===== src/rtl/ts_packet_mux.sv =====
// ts_packet_mux: round-robin N-channel TS packet multiplexer, one packet per grant, with sync-byte check.
// Define TS_MUX_NULL_PKT_EN to emit null packets instead of idling when no channel is eligible.
module ts_packet_mux #(
    parameter int N_CH    = 4,
    parameter int CH_W    = 2,
    parameter int PKT_LEN = 188,
    parameter int GAP_CYC = 0
) (
    input  logic              SYS_CLK,
    input  logic              RST,
    input  logic [N_CH-1:0]   GOT_FULL_PACKET,
    input  logic [8*N_CH-1:0] DATA_IN_BUS,
    input  logic [N_CH-1:0]   CH_ENA,
    output logic [N_CH-1:0]   RD_REQ,
    output logic [7:0]        DATA_OUT,
    output logic              D_VALID_OUT,
    output logic              P_SYNC_OUT,
    output logic [CH_W-1:0]   CUR_CH,
    output logic              PKT_DONE,
    output logic              SYNC_ERR
);
    localparam int CNT_W = $clog2(PKT_LEN + 1);
`ifdef TS_MUX_NULL_PKT_EN
    localparam bit NULL_EN = 1'b1;
`else
    localparam bit NULL_EN = 1'b0;
`endif
    typedef enum logic [1:0] {ARB, READ, GAP} state_t;
    state_t state, state_n;
    logic [CH_W-1:0]  ptr, grant, s1_ch;
    logic [CNT_W-1:0] cnt;
    logic [7:0]       gap_cnt, byte_in;
    logic [N_CH-1:0]  elig;
    logic             last_byte, rd_en, s1_vld, s1_first, s1_last;
    assign elig      = GOT_FULL_PACKET & CH_ENA;
    assign last_byte = cnt == CNT_W'(PKT_LEN - 1);
    assign RD_REQ    = rd_en ? N_CH'(1) << CUR_CH : '0;
    // Scan downward so the nearest set bit after ptr is written last and wins.
    always_comb begin
        grant = ptr;
        for (int k = N_CH; k >= 1; k--)
            if (elig[CH_W'((int'(ptr) + k) % N_CH)]) grant = CH_W'((int'(ptr) + k) % N_CH);
    end
    always_comb begin
        state_n = ARB;
        if (state == ARB) state_n = (|elig || NULL_EN) ? READ : ARB;
        else if (state == READ) state_n = last_byte ? (GAP_CYC > 0 ? GAP : ARB) : READ;
        else if (state == GAP) state_n = gap_cnt == 8'(GAP_CYC - 1) ? ARB : GAP;
    end
    always_ff @(posedge SYS_CLK) begin
        if (RST) state <= ARB;
        else state <= state_n;
    end
    always_ff @(posedge SYS_CLK) begin
        if (RST) begin
            ptr     <= CH_W'(N_CH - 1);
            CUR_CH  <= '0;
            cnt     <= '0;
            gap_cnt <= '0;
        end else begin
            if (state == ARB && |elig) begin
                ptr    <= grant;
                CUR_CH <= grant;
            end
            cnt     <= (state == READ && !last_byte) ? cnt + 1'b1 : '0;
            gap_cnt <= state == GAP ? gap_cnt + 8'd1 : '0;
        end
    end
`ifdef TS_MUX_NULL_PKT_EN
    logic       null_act, s1_null;
    logic [7:0] s1_nb;
    always_ff @(posedge SYS_CLK) begin
        if (RST) begin
            null_act <= 1'b0;
            s1_null  <= 1'b0;
            s1_nb    <= '0;
        end else begin
            if (state == ARB) null_act <= ~|elig;
            s1_null <= null_act;
            s1_nb   <= cnt == '0 ? 8'h47 : cnt == CNT_W'(1) ? 8'h1F : cnt == CNT_W'(3) ? 8'h10 : 8'hFF;
        end
    end
    assign rd_en   = state == READ && !null_act;
    assign byte_in = s1_null ? s1_nb : DATA_IN_BUS[{s1_ch, 3'b000} +: 8];
`else
    assign rd_en   = state == READ;
    assign byte_in = DATA_IN_BUS[{s1_ch, 3'b000} +: 8];
`endif
    // Stage 1 tracks the read issued last cycle; stage 2 registers the returned FIFO byte.
    always_ff @(posedge SYS_CLK) begin
        if (RST) begin
            s1_vld      <= 1'b0;
            s1_first    <= 1'b0;
            s1_last     <= 1'b0;
            s1_ch       <= '0;
            DATA_OUT    <= '0;
            D_VALID_OUT <= 1'b0;
            P_SYNC_OUT  <= 1'b0;
            PKT_DONE    <= 1'b0;
            SYNC_ERR    <= 1'b0;
        end else begin
            s1_vld      <= state == READ;
            s1_first    <= state == READ && cnt == '0;
            s1_last     <= state == READ && last_byte;
            s1_ch       <= CUR_CH;
            D_VALID_OUT <= s1_vld;
            P_SYNC_OUT  <= s1_first;
            PKT_DONE    <= s1_last;
            SYNC_ERR    <= s1_first && byte_in != 8'h47;
            if (s1_vld) DATA_OUT <= byte_in;
        end
    end
endmodule


===== config.mk =====
export PLATFORM = sky130hd
export DESIGN_NAME = ts_packet_mux
export DESIGN_NICKNAME = d
export VERILOG_FILES = /design/src/rtl/ts_packet_mux.sv
export SDC_FILE = /design/constraint.sdc
export NUM_CORES = 1
export LEC_CHECK = 0
export ABC_AREA = 1
export CAP_MARGIN = 20
export CORE_ASPECT_RATIO = 0.7
export CORE_MARGIN = 2
export CORE_UTILIZATION = 25
export CTS_BUF_LIST = sky130_fd_sc_hd__clkbuf_16
export CTS_CLUSTER_SIZE = 10
export DETAILED_ROUTE_END_ITERATION = 12
export GPL_TIMING_DRIVEN = 0
export SLEW_MARGIN = 5
export SYNTH_ARGS = -nofsm -noshare
export SYNTH_HDL_FRONTEND = slang
export SYNTH_SLANG_ARGS = --single-unit

===== constraint.sdc =====
create_clock -name SYS_CLK -period 1.7 [get_ports SYS_CLK]
set_clock_uncertainty 0.05 [all_clocks]
set_input_delay 0.255 -clock SYS_CLK [delete_from_list [all_inputs] [get_ports SYS_CLK]]
set_output_delay 0.255 -clock SYS_CLK [all_outputs]
set_load 0.005 [all_outputs]

# Word-level counts from Yosys, hierarchy flattened
# Index checks and enable logic that the tools add are counted.
word_totals:
  elab_cells: 68
  ff_bits: 39
op_classes:
  n_eq_ne: 5
  n_reduce_logical: 11
  n_mux: 23
  add_sub_neg: 6
  bitwise_logic: 3
  n_lt_le_gt_ge: 4
  n_shift: 2
op_table:
  columns: ["cell", "count"]
  rows:
  - ["32-bit by 6-bit variable part select with 8-bit output", 1]
  - ["8-bit by 1-bit adder with 8-bit output, second input constant", 2]
  - ["8-bit equality test, second input constant", 2]
  - ["2-bit by 4-bit less-than comparator with 1-bit output, second input constant", 4]
  - ["2-bit 2-to-1 mux", 8]
  - ["1-bit 2-to-1 mux", 10]
  - ["1-bit binary-select mux with 2-bit select", 4]
  - ["8-bit zero test", 1]
  - ["8-bit by 7-bit inequality test with 1-bit output, second input constant", 1]
  - ["1-bit logical AND", 5]
  - ["2-bit by 1-bit adder with 2-bit output, second input constant", 2]
  - ["2-bit adder, second input constant", 2]
  - ["4-bit AND", 1]
  - ["4-bit 2-to-1 mux", 1]
  - ["2-bit OR reduction", 2]
  - ["4-bit OR reduction", 1]
  - ["1-bit by 2-bit << shifter with 4-bit output, first input constant", 1]
  - ["2-bit by 1-bit equality test with 1-bit output, second input constant", 1]
  - ["2-bit equality test, second input constant", 1]
  - ["2-bit zero test", 1]
  - ["1-bit NOT", 2]
  - ["1-bit zero test", 1]

# Depth between registers and ports, before layout
# Gate-level depths: netlist of the first run.
logic_depth:
  depth_word: 8
  ltp_mapped: 11

# Worst setup path before layout of the first run
# OpenSTA, ideal clock, no wires.
synth_path:
  kind: "reg2reg"
  startpoint: "reg gap_cnt[0]"
  endpoint: "reg state[1]"
  path_stages_with_launch: 7
  synth_period_minus_slack_ns: 1.246
  slack_ns: 0.454
  arrival_time_ns: 1.067
  n_path_buf: 0
  cell_sequence: "dfxtp_1 ha_1 nand2_1 nor2_1 nand3_1 o21ai_0 o21ai_0"
synth_between:
  elab_chain_cells: 5
synth_rtl:
  columns: ["item", "line", "text"]
  rows:
  - ["start, declared", "32", "logic [7:0] gap_cnt, byte_in;"]
  - ["start signal, assigned", "66", "gap_cnt <= state == GAP ? gap_cnt + 8'd1 : '0;"]
  - ["8-bit equality test", "48", "else if (state == GAP) state_n = gap_cnt == 8'(GAP_CYC - 1) ? ARB : GAP;"]
  - ["2-bit 2-to-1 mux (2 in series)", "48", null]
  - ["2-bit 2-to-1 mux", "47", "else if (state == READ) state_n = last_byte ? (GAP_CYC > 0 ? GAP : ARB) : READ;"]
  - ["2-bit 2-to-1 mux", "46", "if (state == ARB) state_n = (|elig || NULL_EN) ? READ : ARB;"]
  - ["end signal, assigned", "52", "else state <= state_n;"]
  - ["end, declared", "29", "state_t state, state_n;"]
# No other way between the ends.
# A chain may end at the register's enable or synchronous reset.

# Worst setup path in the final report of the first run
layout_path:
  startpoint: "reg state[0]"
  endpoint: "out RD_REQ[3]"
layout_between:
  elab_chain_cells: 2
layout_rtl:
  columns: ["item", "line", "text"]
  rows:
  - ["2-bit by 1-bit equality test with 1-bit output", "86", "assign rd_en = state == READ;"]
  - ["4-bit 2-to-1 mux", "37", "assign RD_REQ = rd_en ? N_CH'(1) << CUR_CH : '0;"]
  - ["end, declared", "14", "output logic [N_CH-1:0] RD_REQ,"]
# No other way between the ends.

==> impl_metrics.tcl, run 1 <==
set metrics [dict create \
    drc 0 \
    final_antenna_net_count 0 \
    max_clock_freq_mhz 633 \
    rsz0062_at_grt "no" \
    rr_worst_depth 6 \
    grtUsageTotal_pct 11.6 \
    syn_area_sq_mm 0.00196 \
    syn_inst 280 \
    worstSetupEndpointType "output port" \
    numCtsBuffers 5 \
    start_util_pct 26.3 \
    via_count 1943 \
    synth_area_leaders "dfxtp_1 (40%), nor2_1 (9.6%), nand2_1 (9.0%), o21ai_0 (6.9%), inv_1 (6.1%)" \
    fin_util_pct 38.0 \
    cts_resized 6 \
    num_rows 26 \
    worstHoldPathType "input pin to register" \
    holdWs_ns 0.226 \
    cellLeakagePower_nw 1.16 \
    cts_hold_buffers 0 \
    die_w_microns 110 \
    critPathMaxFanout 5 \
    timing.final.hold_violations 0 \
    synthDistinctLibCells 32 \
    numClockSinks 39 \
    cts_tree "done" \
    setup_viol 0 \
    wl_per_cell_microns 10.6 \
    drtIter0Drc 91 \
    dr.pass1.iters 4 \
    place_ws_ns -0.00798 \
    drv_cap 0 \
    crit_required_ns 1.39 \
    synth_nets 325 \
    grt_pass1_vias 1810 \
    gp_congestion 0.816 \
    insertion_delay_ns 0.28 \
    synth_top_cell_area_share_pct 39.8 \
    synth_top_cell_by_area "dfxtp_1" \
    core_sq_mm 0.00745 \
    port_buffers 58 \
    post-route-worst-setup-slack_ns 0.120 \
    timing.setup.tns_ns 0 \
    grt_pass1_wl_mm 8.02 \
    power_w 0.00299 \
    die-area_sq_mm 0.00857 \
    postCtsSetupRepairBufs 0 \
    period_share_pct 92.9 \
    critical_path_class "register to output port" \
    cp-start-kind "register" \
    gr-total-overflow 0 \
    globalRouteMet3Util_pct 3.07 \
    ff2ff_setup_slack_ns 0.27 \
    root_buffer "clkbuf_16" \
    most-common-layout-cells "clkdlybuf4s50_1 (54), nor2_1 (50), nand2_1 (47)" \
    cts_max_level 2 \
    cp.arrival_ns 1.27 \
    status "finished, final reports clean" \
    area_delta_synth_final_pct 44.6 \
    layout-drive-gt1-share_pct 10.1 \
    clockBufferDepth 2 \
    avgViaCountPerCell 4.38 \
    period_minus_slack_ns 1.58 \
    die_height_microns 78.1 \
    layout_commonest_cell "clkdlybuf4s50_1" \
    worst_pin_slew_ns 0.381 \
    slew_violations 0 \
    finalNetCount 390 \
    top_usage_layer "met2" \
    routed_wirelength_mm 4.69 \
    use_met2_pct 17.3 \
    cp-startpoint "state[0]$_SDFF_PP0_" \
    ios 60 \
    synth.yosys.seq_area_share_pct 39.8 \
    power_density_mw_per_mm2 1060 \
    synth_warnings 0 \
    slew_headroom_pct 74.6 \
    avgSynthCellArea_sq_um 7.00 \
    clk_pin_slew_ns 0.06 \
    use_met1_pct 16.5 \
    max-vdd-ir-drop_uv 416 \
    antennaDiodeCount 0 \
    crit_end "RD_REQ[3]" \
    synth-seq-cells 39 \
    hpwl_mm 3.76 \
    antenna_found_initial 0 \
    timing.rr.start "gap_cnt[0]$_SDFF_PP0_" \
    grt_max_degree 13 \
    r2r_end "state[1]$_SDFF_PP0_" \
]
## metrics by stage
stage | cell area (sq um) | instances
2_1_floorplan | 1960 | 280
3_3_place_gp | 2660 | 436
3_5_place_dp | 2660 | 436
4_1_cts | 2830 | 444
5_1_grt | 2830 | 444
6_report | 2830 | 444
## synth_stat cells
library cell	instances
dfxtp_1	39
o22a_1	1
nor2_8	1
o21a_1	1
o22ai_1	4
nand3_1	11
nor3_1	7
nor3b_1	1
nor3_4	1
clkbuf_1	1
nor4_1	2
nor3_2	1
or2_2	1
xor2_1	3
nand3_2	1
nor2_2	7
buf_4	2
inv_1	32
nand2_4	1
nand2_2	2
inv_2	3
ha_1	3
o21ai_1	3
inv_4	1
o21ai_0	27
buf_6	3
a31oi_1	1
nor2_1	50
a21oi_1	16
buf_2	1
nand4_1	6
nand2_1	47
## critical path, cell delays in order (launching register included)
cell and delay, ns:
dfxtp_2 0.37, inv_1 0.06, nor2_2 0.09, inv_2 0.10
nor3_1 0.13, dlygate4sd2_1 0.25
## metal layers
layer | part of all wire (%) | vias to the layer above
met5 | 0 | -
met4 | 0.68 | 0
met3 | 5.6 | 5
met2 | 42 | 37
met1 | 51 | 867
li1 | - | 1034
## flip-flops by register name, summed over array words and instances (netlist names)
| register | cells |
|---|---|
| CUR_CH | 2 |
| DATA_OUT | 8 |
| D_VALID_OUT | 1 |
| PKT_DONE | 1 |
| P_SYNC_OUT | 1 |
| SYNC_ERR | 1 |
| cnt | 8 |
| gap_cnt | 8 |
| ptr | 2 |
| s1_ch | 2 |
| s1_first | 1 |
| s1_last | 1 |
| s1_vld | 1 |
| state | 2 |
## cell families (layout without fill, tap and decap cells)
group / Yosys count / after routing / synth area share (%)
and+or+nand+nor: 139 / 139 / 32.8
AOI/OAI and AO/OA: 53 / 53 / 14.2
buffers and inverters: 43 / 109 / 9.96
DFF: 39 / 39 / 39.8
adders and majority gates: 3 / 3 / 1.92
xor gates and xnor gates: 3 / 3 / 1.34
## power breakdown
part,internal [W],switching [W]
clock,0.000684,0.000348
sequential,0.00100,0.0000767
combinational,0.000408,0.000470
## worst min path at each step
| stage | startpoint | endpoint | slack [ns] | cells after the start |
|---|---|---|---|---|
| 2_1_floorplan | s1_last$_SDFF_PP0_ | PKT_DONE$_SDFF_PP0_ | 0.34 | 2 |
| 3_3_place_gp | s1_last$_SDFF_PP0_ | PKT_DONE$_SDFF_PP0_ | 0.37 | 2 |
| 3_5_place_dp | s1_last$_SDFF_PP0_ | PKT_DONE$_SDFF_PP0_ | 0.36 | 2 |
| 4_1_cts | RST | D_VALID_OUT$_SDFF_PP0_ | 0.23 | 2 |
| 5_1_grt | RST | D_VALID_OUT$_SDFF_PP0_ | 0.25 | 2 |
| 6_report | RST | PKT_DONE$_SDFF_PP0_ | 0.23 | 2 |
## layout make-up
| type | count | area [sq um] |
|---|---|---|
| Fill cell | 784 | 4620 |
| Multi-Input combinational cell | 198 | 993 |
| Sequential cell | 39 | 782 |
| Timing Repair Buffer | 58 | 576 |
| Inverter | 36 | 138 |
| Clock buffer | 5 | 125 |
| Tap cell | 98 | 123 |
| Buffer | 7 | 57.6 |
| Clock inverter | 3 | 38.8 |
(Power assumes the default switching activity.)
==> run 2, diff against run 1 <==
--- a/config.mk
+++ b/config.mk
@@ -10,7 +10,6 @@
 export CORE_ASPECT_RATIO = 0.7
 export CORE_MARGIN = 2
 export CORE_UTILIZATION = 25
-export CTS_BUF_LIST = sky130_fd_sc_hd__clkbuf_16
 export CTS_CLUSTER_SIZE = 10
 export DETAILED_ROUTE_END_ITERATION = 12
 export GPL_TIMING_DRIVEN = 0
==> run 2 against run 1 <==
Compared with the run above: combinational power is 0.8% higher; sequential share of layout area is 0.47 points higher; global-route usage about the same; via count is 0.10% higher; hold slack lost 0.015 ns; sequential power about the same; die area is the same; setup slack worse by 0.022 ns.
==> impl_metrics.tcl, run 2 (synthesis results as in run 1) <==
set metrics [dict create \
    crit_required_ns 1.39 \
    avgViaCountPerCell 4.38 \
    drv_cap 0 \
    final_cell_count_no_fill 444 \
    layout-drive-gt1-share_pct 10.7 \
    hpwl_mm 3.76 \
    drtIter0Drc 98 \
    cp-start-kind "register" \
    cts_hold_buffers 0 \
    critPathMaxFanout 5 \
    most-common-layout-cells "clkdlybuf4s50_1 (54), nor2_1 (50), nand2_1 (47)" \
    fillers 791 \
    post-route-worst-setup-slack_ns 0.0983 \
    die_w_microns 110 \
    core_sq_mm 0.00745 \
    gr-total-overflow 0 \
    wl_per_cell_microns 10.6 \
    cts_max_level 2 \
    grt_pass1_vias 1829 \
    hold_path_end "D_VALID_OUT$_SDFF_PP0_" \
    layout_commonest_cell "clkdlybuf4s50_1" \
    period_share_pct 94.2 \
    area_delta_synth_final_pct 42.6 \
    hold_path.startpoint "RST" \
    worst_pin_slew_ns 0.383 \
    postCtsSetupRepairBufs 0 \
    numCtsBuffers 5 \
    die-area_sq_mm 0.00857 \
    rr_worst_depth 6 \
    port_buffers 58 \
    grtUsageTotal_pct 11.6 \
    routed_wirelength_mm 4.73 \
    slew_headroom_pct 74.4 \
    setup_viol 0 \
    antennaDiodeCount 0 \
    clockBufferDepth 2 \
    holdWs_ns 0.212 \
    drc 0 \
    max_clock_freq_mhz 624 \
    cellLeakagePower_nw 1.14 \
    critical_path_class "register to output port" \
    die_height_microns 78.1 \
    gp_congestion 0.816 \
    insertion_delay_ns 0.29 \
    fin_util_pct 37.5 \
    numClockSinks 39 \
    timing.final.hold_violations 0 \
    finalNetCount 390 \
    slew_violations 0 \
    dp_cells 436 \
    timing.rr.start "gap_cnt[0]$_SDFF_PP0_" \
    reg_top3 "DATA_OUT x8, cnt x8, gap_cnt x8" \
    ff2ff_setup_slack_ns 0.26 \
    period_minus_slack_ns 1.60 \
    multiInputGateArea_sq_um 998 \
    status "finished, final reports clean" \
    final_antenna_net_count 0 \
    worstSetupEndpointType "output port" \
    max-vdd-ir-drop_uv 464 \
    ios 60 \
    min_path_cells 2 \
    dr.pass1.iters 4 \
    power_density_mw_per_mm2 989 \
    grt_pass1_wl_mm 8.03 \
    cp.arrival_ns 1.30 \
    grt_max_degree 13 \
    cts_tree "done" \
    r2r_end "state[1]$_SDFF_PP0_" \
    clk_pin_slew_ns 0.08 \
    num_rows 26 \
    antenna_found_initial 0 \
    root_buffer "clkbuf_8" \
    place_ws_ns -0.00798 \
    worstHoldPathType "input pin to register" \
    register_area_sq_um 785 \
    start_util_pct 26.3 \
    via_count 1945 \
]
[run 2: power by group]
group          leakage (nW)  total, W  switching [W]  internal [W]
sequential            0.318   0.00108      0.0000776       0.00100
combinational         0.756  0.000885       0.000476      0.000409
clock                0.0612  0.000797       0.000322      0.000475
total                  1.14   0.00276       0.000875       0.00189
[run 2: stage by stage]
step | cell area, sq um | total power [W] | setup TNS [ns]
after CTS | 2780 | 0.00278 | 0
after floorplan | 1960 | 0.00163 | 0
after detailed placement | 2660 | 0.00198 | -0.00798
after global placement | 2660 | 0.00197 | -0.00974
final | 2790 | 0.00276 | 0
after global routing | 2790 | 0.00295 | -0.0322
[run 2: final cells by class]
cell class | instances | share of cell area, %
sequential | 39 | 28.1
clock buffer | 6 | 2.96
multi-input combinational | 198 | 35.7
inverter | 36 | 4.93
timing repair buffer | 58 | 20.6
clock inverter | 2 | 1.25
tap | 98 | 4.39
buffer | 7 | 2.06
[run 2: routing by layer]
metal  vias to the layer above  wire [microns]  GRT usage [%]
li1                       1031               -              -
met1                       866            2380           16.4
met2                        41            2020           17.4
met3                         7             285           3.07
met4                         0              46           3.04
met5                         -               0              0
[run 2: critical path, cell delays in order (launching register included)]
cell,delay [ns]
dfxtp_4,0.37
inv_1,0.05
nor2_2,0.09
inv_2,0.10
nor3_1,0.15
dlygate4sd2_1,0.25
[run 2: what timing repair did]
item	in CTS	in global routing
gates resized for setup	7	2
setup endpoints to repair	4	2
endpoints found under the hold margin	0	0
[run 2: how the worst max path moves through the flow]
stage	from	to	slack, ns	cells after the start
after detailed placement	GOT_FULL_PACKET[2]	CUR_CH[1]$_SDFFE_PP0P_	-0.008	9
after CTS	state[0]$_SDFF_PP0_	RD_REQ[0]	0.10	5
after floorplan	gap_cnt[0]$_SDFF_PP0_	state[1]$_SDFF_PP0_	0.45	6
after global routing	state[0]$_SDFF_PP0_	RD_REQ[2]	-0.03	5
final	state[0]$_SDFF_PP0_	RD_REQ[2]	0.1	5
after global placement	GOT_FULL_PACKET[3]	CUR_CH[1]$_SDFFE_PP0P_	-0.01	9
==> run 3, diff against run 2 <==
--- a/config.mk
+++ b/config.mk
@@ -9,11 +9,13 @@
 export CAP_MARGIN = 20
 export CORE_ASPECT_RATIO = 0.7
 export CORE_MARGIN = 2
-export CORE_UTILIZATION = 25
+export CORE_UTILIZATION = 40
 export CTS_CLUSTER_SIZE = 10
 export DETAILED_ROUTE_END_ITERATION = 12
 export GPL_TIMING_DRIVEN = 0
+export PLACE_DENSITY = 0.7
 export SLEW_MARGIN = 5
 export SYNTH_ARGS = -nofsm -noshare
 export SYNTH_HDL_FRONTEND = slang
 export SYNTH_SLANG_ARGS = --single-unit
+export TNS_END_PERCENT = 50
==> run 3 against run 2 <==
Compared with the run above: sequential share of layout area grew 0.46 points; first-iteration DRC count shrank 17%; count of clock-buffer cells in the layout fell by 1; hold slack lost 0.010 ns; clock power about the same; maximum frequency grew 0.88%; critical path type unchanged; largest cell class unchanged.
==> impl_metrics.tcl, run 3 (synthesis results as in run 1) <==
set metrics [dict create \
    start_util_pct 41.2 \
    num_rows 21 \
    clock_power_share_pct 29.1 \
    cp-start-kind "register" \
    layout-drive-gt1-share_pct 10.4 \
    cellLeakagePower_nw 1.13 \
    antenna_found_initial 0 \
    port_buffers 58 \
    gp_congestion 0.826 \
    switching_power_w 0.000900 \
    insertion_delay_ns 0.30 \
    critical_path_class "register to output port" \
    area_delta_synth_final_pct 39.8 \
    ios 60 \
    clockBufferDepth 2 \
    worstPathCellList "inv_1 > nor2_2 > inv_2 > nor3_1 > dlygate4sd2_1" \
    status "finished, final reports clean" \
    rsz0062_at_grt "no" \
    place_ws_ns -0.0118 \
    crit_required_ns 1.39 \
    timing.final.hold_violations 0 \
    numCtsBuffers 5 \
    p_sw_share_pct 32.7 \
    cts_tree "done" \
    final_cell_count_no_fill 415 \
    avgViaCountPerCell 4.62 \
    finalNetCount 390 \
    drc 0 \
    most-common-layout-cells "clkdlybuf4s50_1 (54), nor2_1 (50), nand2_1 (47)" \
    numClockSinks 39 \
    final_antenna_net_count 0 \
    fin_util_pct 57.6 \
    design_area_sq_mm 0.00274 \
    worstSetupEndpointType "output port" \
    via_count 1916 \
    die-area_sq_mm 0.00548 \
    core_sq_mm 0.00476 \
    power_frac_comb_pct 32.0 \
    critPathMaxFanout 5 \
    cp.arrival_ns 1.28 \
    root_buffer "clkbuf_8" \
    setup_viol 0 \
    die_height_microns 62.6 \
    worstHoldPathType "input pin to register" \
    internal-power_w 0.00185 \
    drv_cap 0 \
    post-route-worst-setup-slack_ns 0.112 \
    grt_max_degree 15 \
    reg_top3 "DATA_OUT x8, cnt x8, gap_cnt x8" \
    slew_headroom_pct 74.3 \
    slew_violations 0 \
    grtUsageTotal_pct 17.6 \
    power_density_mw_per_mm2 1000 \
    hpwl_mm 3.54 \
    postCtsSetupRepairBufs 0 \
    max-vdd-ir-drop_uv 402 \
    wl_per_cell_microns 10.9 \
    dr.pass1.iters 4 \
    period_minus_slack_ns 1.59 \
    period_share_pct 93.4 \
    slowest_stage "dfxtp_2" \
    grt_pass1_wl_mm 7.63 \
    hold_path.startpoint "RST" \
    clk_pin_slew_ns 0.08 \
    max_stage_delay_ns 0.38 \
    dp_cells 407 \
    holdWs_ns 0.201 \
    die_w_microns 87.7 \
    gr-total-overflow 0 \
    p_seq_share_pct 39.0 \
    antennaDiodeCount 0 \
    timing.rr.start "s1_ch[1]$_SDFF_PP0_" \
    worst_pin_slew_ns 0.386 \
    place_area_sq_mm 0.00263 \
    cts_hold_buffers 0 \
    max_clock_freq_mhz 630 \
    drtIter0Drc 81 \
    cp-startpoint "state[0]$_SDFF_PP0_" \
    layout_commonest_cell "clkdlybuf4s50_1" \
    routed_wirelength_mm 4.53 \
    cts_max_level 2 \
    grt_pass1_vias 1707 \
]
-- run 3: changes by cell type in the layout (fill, tap and decap cells not counted) --
| cell | before | now |
|---|---|---|
| nor3_1 | 4 | 6 |
| nor3_2 | 4 | 2 |
| clkbuf_8 | 6 | 5 |
| clkinv_2 | 1 | 0 |
| inv_6 | 0 | 1 |
| dlygate4sd2_1 | 4 | 3 |
| dfxtp_2 | 0 | 1 |
| clkbuf_2 | 0 | 1 |
| clkinv_4 | 0 | 1 |
| dfxtp_4 | 1 | 0 |
-- run 3: path summary, 6_finish.rpt --
path | to | slack, ns | cells after the start
worst max-delay path | RD_REQ[0] | 0.11 | 5
worst min-delay path | PKT_DONE$_SDFF_PP0_ | 0.20 | 2
worst max register to register | SYNC_ERR$_SDFF_PP0_ | 0.27 | 6
worst min register to register | PKT_DONE$_SDFF_PP0_ | 0.37 | 2
-- run 3: power groups by stage --
stage | logic (W) | registers, W | clock network, W
2_1_floorplan | 0.000550 | 0.00108 | 0
3_3_place_gp | 0.000877 | 0.00109 | 0
3_5_place_dp | 0.000887 | 0.00109 | 0
4_1_cts | 0.000884 | 0.00107 | 0.000824
5_1_grt | 0.000984 | 0.00109 | 0.000878
6_report | 0.000880 | 0.00107 | 0.000800
-- run 3: through the flow --
| stage | total power [W] | TNS [ns] |
|---|---|---|
| 6_report | 0.00275 | 0 |
| 5_1_grt | 0.00295 | 0 |
| 4_1_cts | 0.00278 | 0 |
| 3_5_place_dp | 0.00198 | -0.0219 |
| 3_3_place_gp | 0.00197 | -0.000657 |
| 2_1_floorplan | 0.00163 | 0 |
-- run 3: final cells by class --
class | count | area (sq um)
plain buffers | 7 | 57.6
inverters | 36 | 138
clock buffers | 5 | 68.8
flip-flops and latches | 39 | 782
repair buffers | 58 | 572
clock inverters | 3 | 47.5
multi-input cells | 198 | 988
well taps | 69 | 86.3
fillers | 450 | 2020
-- run 3: timing repair --
item	in CTS	in global routing
gates resized for setup	6	2
endpoints found under the setup margin	4	1
endpoints found under the hold margin	0	0
-- run 3: worst max-delay path: cells and delay by family (launching register included) --
kind          cells  cell delay, ns
simple gates      2            0.21
buf+inv           3            0.40
flops             1            0.38
-- run 3: layer usage --
metal	track usage (%)	wire length, microns
met4	6.54	38
met3	5.81	187
met2	25.5	1990
met1	24.2	2320
met5	0	0
==> patch, RTL diff (settings of run 2) <==
The parameter `PKT_LEN` goes from 188 to 282.
--- a/src/rtl/ts_packet_mux.sv
+++ b/src/rtl/ts_packet_mux.sv
@@ -4,5 +4,5 @@
     parameter int N_CH    = 4,
     parameter int CH_W    = 2,
-    parameter int PKT_LEN = 188,
+    parameter int PKT_LEN = 282,
     parameter int GAP_CYC = 0
 ) (
Behaviour: same outputs for any inputs over 4 cycles, from zero or initial values and one cycle with RST high; that may be too few to reach the edited logic, so the function may still have changed.
==> patch against run 2 <==
- clock power up 4.6%
- final area rose by 1.6%
- power is 4.9% lower
- sequential share of layout area grew 0.17 points
- setup slack improved by 0.051 ns
- sequential cell count grew 1
- register-to-register slack got worse by 0.09 ns
- non-clock buffer count grew 1
- wire length up 4.9%
- worst hold slack improved by 0.039 ns
- synthesized area increased by 2.6%
- global-route usage down 0.051 points
- maximum frequency grew 3.3%
- critical endpoint is now RD_REQ[3]
==> patch: results (changes against run 2) <==
Fillers - 841 (+6.3%)
RR Startpoint - s1_ch[1]$_SDFF_PP0_
Commonest cells post-synth - 55 x nor2_1, 47 x nand2_1, 40 x dfxtp_1
Largest register by flop count - cnt
Root Buffer - clkbuf_16
Setup bufs post-CTS - 0 (unchanged)
Distinct cells, synth - 28 (-13%)
Run status - finished, final reports clean
Via/cell ratio - 4.44 (+1.2%)
Antenna diode count - 0 (unchanged)
Top flop regs - cnt (9), DATA_OUT (8), gap_cnt (8)
Vias in the first global route - 1,803 (-1.4%)
Ys Warns - 0 (unchanged)
DP Area - 2720 µm² (+2.1%)
Clk slew on worst S/H paths - 0.05 ns (-0.03 ns)
Worst Hold Class - input port to flop
Compound-Gate Fraction of Synth Area - 14.0% (-0.18 points)
H-tree depth - 2 (unchanged)
Initial antenna violation count - 0 (unchanged)
Hold_sp - RST
Share of layout cells above drive strength 1 - 8.76% (-1.9 points)
Hold Vio Cnt, Final - 0 (unchanged)
Multiplexer share of the synthesized area - 0% (unchanged)
Detailed Routing Iterations Pass 1 - 4 (unchanged)
Mean routed wirelength per cell - 10.9 µm (+2.4%)
Sequential fraction of the synthesis area - 39.8% (about the same)
Clk buf depth - 2 (unchanged)
Post-detail-place hpwl - 3820 µm (+1.6%)
First-pass GRT wire length - 8340 µm (+3.9%)
Clock Latency Late Sink - 0.27 ns (-0.02 ns)
Xor and xnor area share after synthesis - 0.871% (-0.47 points)
Largest net degree at the start of global routing - 11 (-2)
Iteration-0 DRC Markers - 116 (+18%)
Adder-cell share of the synthesized area - 2.49% (+0.57 points)
CP Max Fanout - 5 (unchanged)
Main area contributors after synthesis - dfxtp_1 40%, nor2_1 10%, nand2_1 8.8%
Final net count - 402 (+3.1%)
Leak pwr - 0.00115 µW (+1.6%)
Total Routing Usage GR - 11.6% (-0.051 points)
Async SR Flop Fraction - 0% (unchanged)
GP Congestion - 0.831 (+1.9%)
Syn nets - 337 (+3.7%)
CP Data Arrival Time - 1.25 ns (-0.05 ns)
Worst VDD drop - 0.000609 V (+31%)
Post-route DRC - 0 (unchanged)
Worst-margin pin slew - 0.404 ns (+0.0209 ns)
Crit. Startpoint - state[0]$_SDFF_PP0_
-- patch: critical path: stages, from the launching register on --
cell and delay [ns]:
dfxtp_2 0.35, inv_1 0.04, nor2_1 0.11, inv_2 0.09, nor3_1 0.13, dlygate4sd2_1 0.26
-- patch: power by group --
group	internal, µW	switching (µW)	leakage [µW]
Sequential	1010	58.1	0.000326
Combinational	341	386	0.000766
Clock	517	317	0.0000616
Total	1870	761	0.00115
-- patch: layout make-up --
| class | instances | area (µm²) | share of cell area, % |
|---|---|---|---|
| tap | 101 | 126 | 4.45 |
| clock buffer | 5 | 125 | 4.41 |
| sequential | 40 | 802 | 28.3 |
| multi-input combinational | 205 | 997 | 35.1 |
| inverter | 38 | 145 | 5.11 |
| timing repair buffer | 58 | 576 | 20.3 |
| buffer | 8 | 67.6 | 2.38 |
-- patch: cell families (layout without fill, tap and decap cells) --
| logic type | count (synthesis) | after routing |
|---|---|---|
| compound gates | 54 | 54 |
| flops | 40 | 40 |
| simple gates | 145 | 145 |
| fa+ha+maj | 4 | 4 |
| xor+xnor | 2 | 2 |
| buf+inv | 46 | 109 |
-- patch: metrics by stage --
stage                     utilization [%]  cells  setup slack (ns)  hold slack (ns)
after floorplan                         -    291             0.468            0.338
after global routing                 36.2    455            0.0574            0.268
after CTS                            36.2    455             0.138            0.252
final                                36.2    455             0.150            0.251
after detailed placement             34.7    450          -0.00643            0.363
after global placement               34.7    450         -0.000836            0.365
-- patch: timing repair --
item / 4_1_cts / 5_1_grt
resized for setup: 6 / 0
hold buffers: 0 / 0
setup endpoints to repair: 4 / 0
-- patch: final timing paths --
kind,endpoint,slack (ns),cells past startpoint
max,RD_REQ[3],0.15,5
min,D_VALID_OUT$_SDFF_PP0_,0.25,2
max reg2reg,SYNC_ERR$_SDFF_PP0_,0.17,6
min reg2reg,PKT_DONE$_SDFF_PP0_,0.37,2
-- patch: metal layers --
layer	GRT usage, %	routed length (µm)	vias to the layer above
li1	-	-	1066
met1	16.1	2560	894
met2	17.4	2070	53
met3	3.59	286	5
met4	3.09	40	0
met5	0	0	-
